File: config.mk
export PLATFORM = sky130hd
export DESIGN_NAME = io_rx_fifo
export DESIGN_NICKNAME = d
export VERILOG_FILES = /design/src/rtl/io_rx_fifo.sv
export SDC_FILE = /design/constraint.sdc
export NUM_CORES = 1
export LEC_CHECK = 0
export BUFFER_PORTS_ARGS = -buffer_cell sky130_fd_sc_hd__buf_4
export CELL_PAD_IN_SITES_DETAIL_PLACEMENT = 0
export CELL_PAD_IN_SITES_GLOBAL_PLACEMENT = 1
export CORE_MARGIN = 5
export CORE_UTILIZATION = 55
export DETAILED_ROUTE_END_ITERATION = 10
export PLACE_DENSITY = 0.83
export SETUP_SLACK_MARGIN = 0.1
export SLEW_MARGIN = 10
export SYNTH_ARGS = -nofsm -noshare
export SYNTH_HDL_FRONTEND = slang
export SYNTH_SLANG_ARGS = --single-unit
File: constraint.sdc
create_clock -name cpu_clk -period 5.7 [get_ports cpu_clk]
set_input_delay 0.285 -clock cpu_clk [delete_from_list [all_inputs] [get_ports cpu_clk]]
set_output_delay 0.285 -clock cpu_clk [all_outputs]
set_load 0.1 [all_outputs]
File: src/rtl/io_rx_fifo.sv
// IO-mapped receive FIFO between the serial receiver and the Z80 IO bus.
// Data port at BASE_ADDR, status/control at BASE_ADDR+1, sticky overflow, level IRQ.
`timescale 1ns/1ps
module io_rx_fifo #(
  parameter int          DEPTH_LOG2 = 4,
  parameter logic [7:0]  BASE_ADDR  = 8'h86
) (
  input  logic                  cpu_clk,
  input  logic                  n_RST,
  input  logic [7:0]            addr,
  input  logic                  ioreq,
  input  logic                  rd,
  input  logic                  wr,
  input  logic [7:0]            data_in,
  output logic [7:0]            data_out,
  input  logic                  in_valid,
  input  logic [7:0]            in_data,
  output logic                  intreq,
  output logic [DEPTH_LOG2:0]   count
);

  localparam int                  DEPTH    = 1 << DEPTH_LOG2;
  localparam logic [DEPTH_LOG2:0] FULL_CNT = (DEPTH_LOG2+1)'(DEPTH);
  localparam logic [DEPTH_LOG2:0] CNT_ONE  = 1;
  localparam logic [DEPTH_LOG2-1:0] PTR_ONE = 1;

  logic [7:0]            mem [DEPTH];
  logic [DEPTH_LOG2-1:0] wr_ptr, rd_ptr, wr_ptr_next, rd_ptr_next;
  logic [DEPTH_LOG2:0]   count_q, count_next;
  logic                  ovf, ovf_next, ie, ie_next;
  logic                  rd_stb_p0, rd_stb_p1, wr_stb_p0, wr_stb_p1;
  logic                  sel, empty, full, pop_stb, ctl_stb, flush;
  logic                  push_ok, pop_ok, ovf_set;
  logic [7:0]            status;
  logic                  unused_bits;

  assign sel       = ioreq & (addr[7:1] == BASE_ADDR[7:1]);
  assign rd_stb_p0 = sel & rd & ~addr[0];
  assign wr_stb_p0 = sel & wr & addr[0];
  assign empty     = (count_q == '0);
  assign full      = (count_q == FULL_CNT);
  // One pop per CPU access: act on the falling edge of the data-read strobe.
  assign pop_stb   = rd_stb_p1 & ~rd_stb_p0;
  assign ctl_stb   = wr_stb_p0 & ~wr_stb_p1;
  assign flush     = ctl_stb & data_in[7];
  assign status    = {4'b0000, ie, ovf, full, ~empty};
  assign count     = count_q;
  assign unused_bits = ^{data_in[6:4], data_in[1:0]};

  always_comb begin
    pop_ok      = pop_stb & ~empty & ~flush;
    push_ok     = in_valid & (~full | pop_ok) & ~flush;
    ovf_set     = in_valid & full & ~pop_ok & ~flush;
    wr_ptr_next = wr_ptr;
    rd_ptr_next = rd_ptr;
    count_next  = count_q;
    if (flush) begin
      wr_ptr_next = '0;
      rd_ptr_next = '0;
      count_next  = '0;
    end else begin
      if (push_ok) wr_ptr_next = wr_ptr + PTR_ONE;
      if (pop_ok)  rd_ptr_next = rd_ptr + PTR_ONE;
      case ({push_ok, pop_ok})
        2'b10:   count_next = count_q + CNT_ONE;
        2'b01:   count_next = count_q - CNT_ONE;
        default: count_next = count_q;
      endcase
    end
    ie_next  = ctl_stb ? data_in[3] : ie;
    ovf_next = (ctl_stb & data_in[2]) ? 1'b0 : (ovf | ovf_set);
  end

  always_comb begin
    data_out = 8'h00;
    if (sel & rd) begin
      if (addr[0])     data_out = status;
      else if (!empty) data_out = mem[rd_ptr];
    end
  end

  // Control state: pointers, occupancy, flags and strobe history
  always_ff @(posedge cpu_clk or negedge n_RST) begin
    if (!n_RST) begin
      wr_ptr    <= '0;
      rd_ptr    <= '0;
      count_q   <= '0;
      ovf       <= 1'b0;
      ie        <= 1'b0;
      intreq    <= 1'b0;
      rd_stb_p1 <= 1'b0;
      wr_stb_p1 <= 1'b0;
    end else begin
      wr_ptr    <= wr_ptr_next;
      rd_ptr    <= rd_ptr_next;
      count_q   <= count_next;
      ovf       <= ovf_next;
      ie        <= ie_next;
      intreq    <= ie_next & (count_next != '0);
      rd_stb_p1 <= rd_stb_p0;
      wr_stb_p1 <= wr_stb_p0;
    end
  end

  // Storage: data only, no reset
  always_ff @(posedge cpu_clk) begin
    if (push_ok) mem[wr_ptr] <= in_data;
  end

endmodule

==> run_results.csv <==
group,metric,value,unit
status,status,"finished clean",
flow_run,drv_cap,0,
timing,fin_skew,0.009123,ns
power,power.net_switching,0.0008914,W
timing,holdWs,0.05763,ns
critical_path,r2r_start,"wr_stb_p1$_DFF_PN0_",
power,p_comb_share,18.9,%
clocking,root_buffer,"clkbuf_16",
hold_path,hold_class,"in2reg",
placed_design,dp_hpwl,7.728,mm
routing,drc_errors,0,
hold_path,holdCritStartpoint,"data_in[2]",
routing,routed_wirelength,12.70,mm
synth,synth_edf_count,128,
die,die_height,116.1,um
synth,syn_area_per_cell,17.02,um^2
power,ir_drop,0.3555,mV
timing,period_minus_slack,3.788,ns
placed_design,io_buffers,38,
grt,grt_max_degree,27,
die,num_rows,38,
clocking,clock_latency,0.42,ns
power,power_density,414.1,nW/um^2
die,fp.coreArea,10940,um^2
layout,layout.nets,442,
clocking,cts_tree,"yes",
layout,drive_above_1_share,28.06,%
critical_path,end_kind,"flip-flop",
critical_path,worstPathRequired,5.98,ns
routing,drtIter0Drc,292,
timing,hold_viol_final,0,
layout,utilization,65.37,%
synth,synth_warnings,0,
layout,fin_area,7148,um^2
timing,tightest_slew,1.153,ns
timing,period_share,66.46,%
timing,rsz0062_at_grt,"false",
synth,ys_types,49,
routing,final_antenna_net_count,0,
power,clkPwrFrac,34.5,%
timing,drv_slew,0,
synth,synthFlopType,"edfxtp_1",
grt,track_usage,20.50,%
synth,ys_seq_area_share,69.32,%
grt,grt_pass1_wl,19.71,mm
synth,synth-seq-cells,146,
critical_path,start_kind,"flip-flop",
timing,fmax,264.0,MHz
clocking,cts_htree_levels,4,
die,pin_count,44,
grt,grt-ovfl-total,0,
critical_path,critPathKind,"reg2reg",
synth,syn_nets,402,
power,seq_power_share,46.6,%
power,cellLeakagePower,2.429,nW
grt,grt_pass1_vias,3427,
routing,via_count,3406,
synth,syn_inst,364,
routing,vias_per_cell,6.115,
clocking,cts_sinks,146,
clocking,cts_buffers,17,
synth,synthArstFlopShare,12.33,%
routing,wire_per_inst,22.80,um
placed_design,placed_area,6593,um^2
die,die_w,116.1,um
timing,setup_viol,0,
layout,num_antenna_cells,0,
power,p_int,0.002069,W
grt,antenna_found_initial,0,
synth,synthesis.area,6195,um^2
placed_design,gp_congestion,0.8511,
clocking,clkTransAtPathRegs,0.06,ns
power,p_total,0.002960,W
timing,finalSetupTns,0,ns
timing,slew_headroom,22.83,%
routing,firstDrtPassIters,5,
critical_path,worstPathArrival,4.07,ns
layout,fill_cells,768,
clocking,clk_path_buf_depth,2,
die,dieArea,13490,um^2
critical_path,setup.worst_path.start,"wr_stb_p1$_DFF_PN0_",
die,initial_core_util,56.65,%
critical_path,critical_path.max_fanout,15,
power,swShare,30.11,%
layout,area_growth,15.39,%
[worst max-delay path: stages, from the launching register on]
cell and delay (ns):
dfrtp_1 0.37, nor4_2 0.55, and2_0 0.76, nor3_1 0.20, ha_1 0.35, xor2_1 0.16
ha_1 0.23, or3b_2 0.46, o2111ai_1 0.13, a21oi_1 0.12, xnor2_1 0.19, a41oi_1 0.13
[placed cells by master, fill, tap and decap left out, types with 3 or more instances in the layout]
cell,Yosys,final
a21oi_1,6,6
ha_1,8,8
dfrtp_1,18,17
nand2_1,15,15
clkbuf_1,11,3
nor2_1,33,33
nor3_1,9,6
a211oi_1,10,10
clkinv_2,0,3
clkinvlp_4,0,5
mux2i_1,6,6
clkbuf_16,0,17
xnor2_1,7,7
buf_4,1,42
mux4_2,33,33
nor2b_1,7,7
nand3_1,15,15
a22oi_1,3,3
inv_1,7,7
edfxtp_1,128,128
nor3_2,0,3
o21ai_0,4,4
[flip-flops by register name (all words and copies together) (netlist names)]
signal and count:
mem 128, count 5, rd_ptr 4, wr_ptr 4, ie 1, intreq 1
ovf 1, rd_stb_p1 1, wr_stb_p1 1
[timing repair]
| action | in CTS | in global routing |
|---|---|---|
| setup endpoints to repair | 0 | 0 |
| hold endpoints to repair | 18 | 0 |
| buffers inserted | 0 | 0 |
| resized for setup | 0 | 0 |
| hold buffers | 1 | 0 |
[layout make-up]
type | instances | area (um^2) | share of cell area (%)
flip-flops and latches | 146 | 4295 | 60.09
multi-input cells | 189 | 1780 | 24.91
clock buffers | 20 | 436.7 | 6.109
repair buffers | 43 | 325.3 | 4.551
well taps | 140 | 175.2 | 2.451
clock inverters | 12 | 108.9 | 1.523
inverters | 7 | 26.28 | 0.3676
[stage by stage]
stage / cells / setup slack, ns
2_1_floorplan: 364 / 1.517
3_3_place_gp: 524 / 1.636
3_5_place_dp: 524 / 1.517
4_1_cts: 557 / 1.881
5_1_grt: 557 / 1.599
6_report: 557 / 1.912
[metal layers]
layer  up-vias  wire length [um]  global-route usage (%)
met5         -                 0                       0
li1       1522                 -                       -
met4         0               136                   5.723
met1      1733              5304                   27.59
met2       141              6287                   32.99
met3        10               971                   6.218
[synth_stat cells (all sizes together), types with 2 or more instances]
cell | n | area share (%)
edfxtp | 128 | 62
mux4 | 33 | 12
nor2 | 33 | 2.0
dfrtp | 18 | 7.3
nand2 | 15 | 0.91
nand3 | 15 | 1.2
buf | 11 | 1.1
clkbuf | 11 | 0.67
a211oi | 10 | 1.2
nor3 | 9 | 0.73
ha | 8 | 1.6
inv | 7 | 0.42
nor2b | 7 | 0.71
xnor2 | 7 | 0.99
a21oi | 6 | 0.48
mux2i | 6 | 0.97
o21ai | 5 | 0.59
a22oi | 3 | 0.36
nor3b | 3 | 0.44
nor4 | 3 | 0.65
a211o | 2 | 0.28
a31oi | 2 | 0.20
nand4bb | 2 | 0.36
xor2 | 2 | 0.28
[power groups by stage]
| stage | clock, W | sequential [W] | combinational, W |
|---|---|---|---|
| 2_1_floorplan | 0 | 0.00150 | 0.000305 |
| 6_report | 0.00102 | 0.00138 | 0.000560 |
| 3_3_place_gp | 0 | 0.00139 | 0.000550 |
| 3_5_place_dp | 0 | 0.00140 | 0.000560 |
| 5_1_grt | 0.00109 | 0.00139 | 0.000599 |
| 4_1_cts | 0.00103 | 0.00138 | 0.000564 |
[cells by family after synthesis]
group           after synthesis  synth area share (%)
mux                          40                 13.15
compound gates               39                 4.686
buf+inv                      29                 2.182
fa+ha+maj                     8                 1.616
xor+xnor                      9                 1.273
simple gates                 93                 7.776
flops                       146                 69.32
[final timing paths]
path	to	slack, ns	cells past startpoint
min in group asynchronous	rd_ptr[0]$_DFFE_PN0P_	0.28	2
min reg2reg	ovf$_DFF_PN0_	0.56	1
max	intreq$_DFF_PN0_	1.91	11
min	ovf$_DFF_PN0_	0.06	2
max reg2reg	intreq$_DFF_PN0_	1.91	11
max in group asynchronous	rd_ptr[0]$_DFFE_PN0P_	5.20	2
Note: power is estimated with default switching activity, not from simulation.
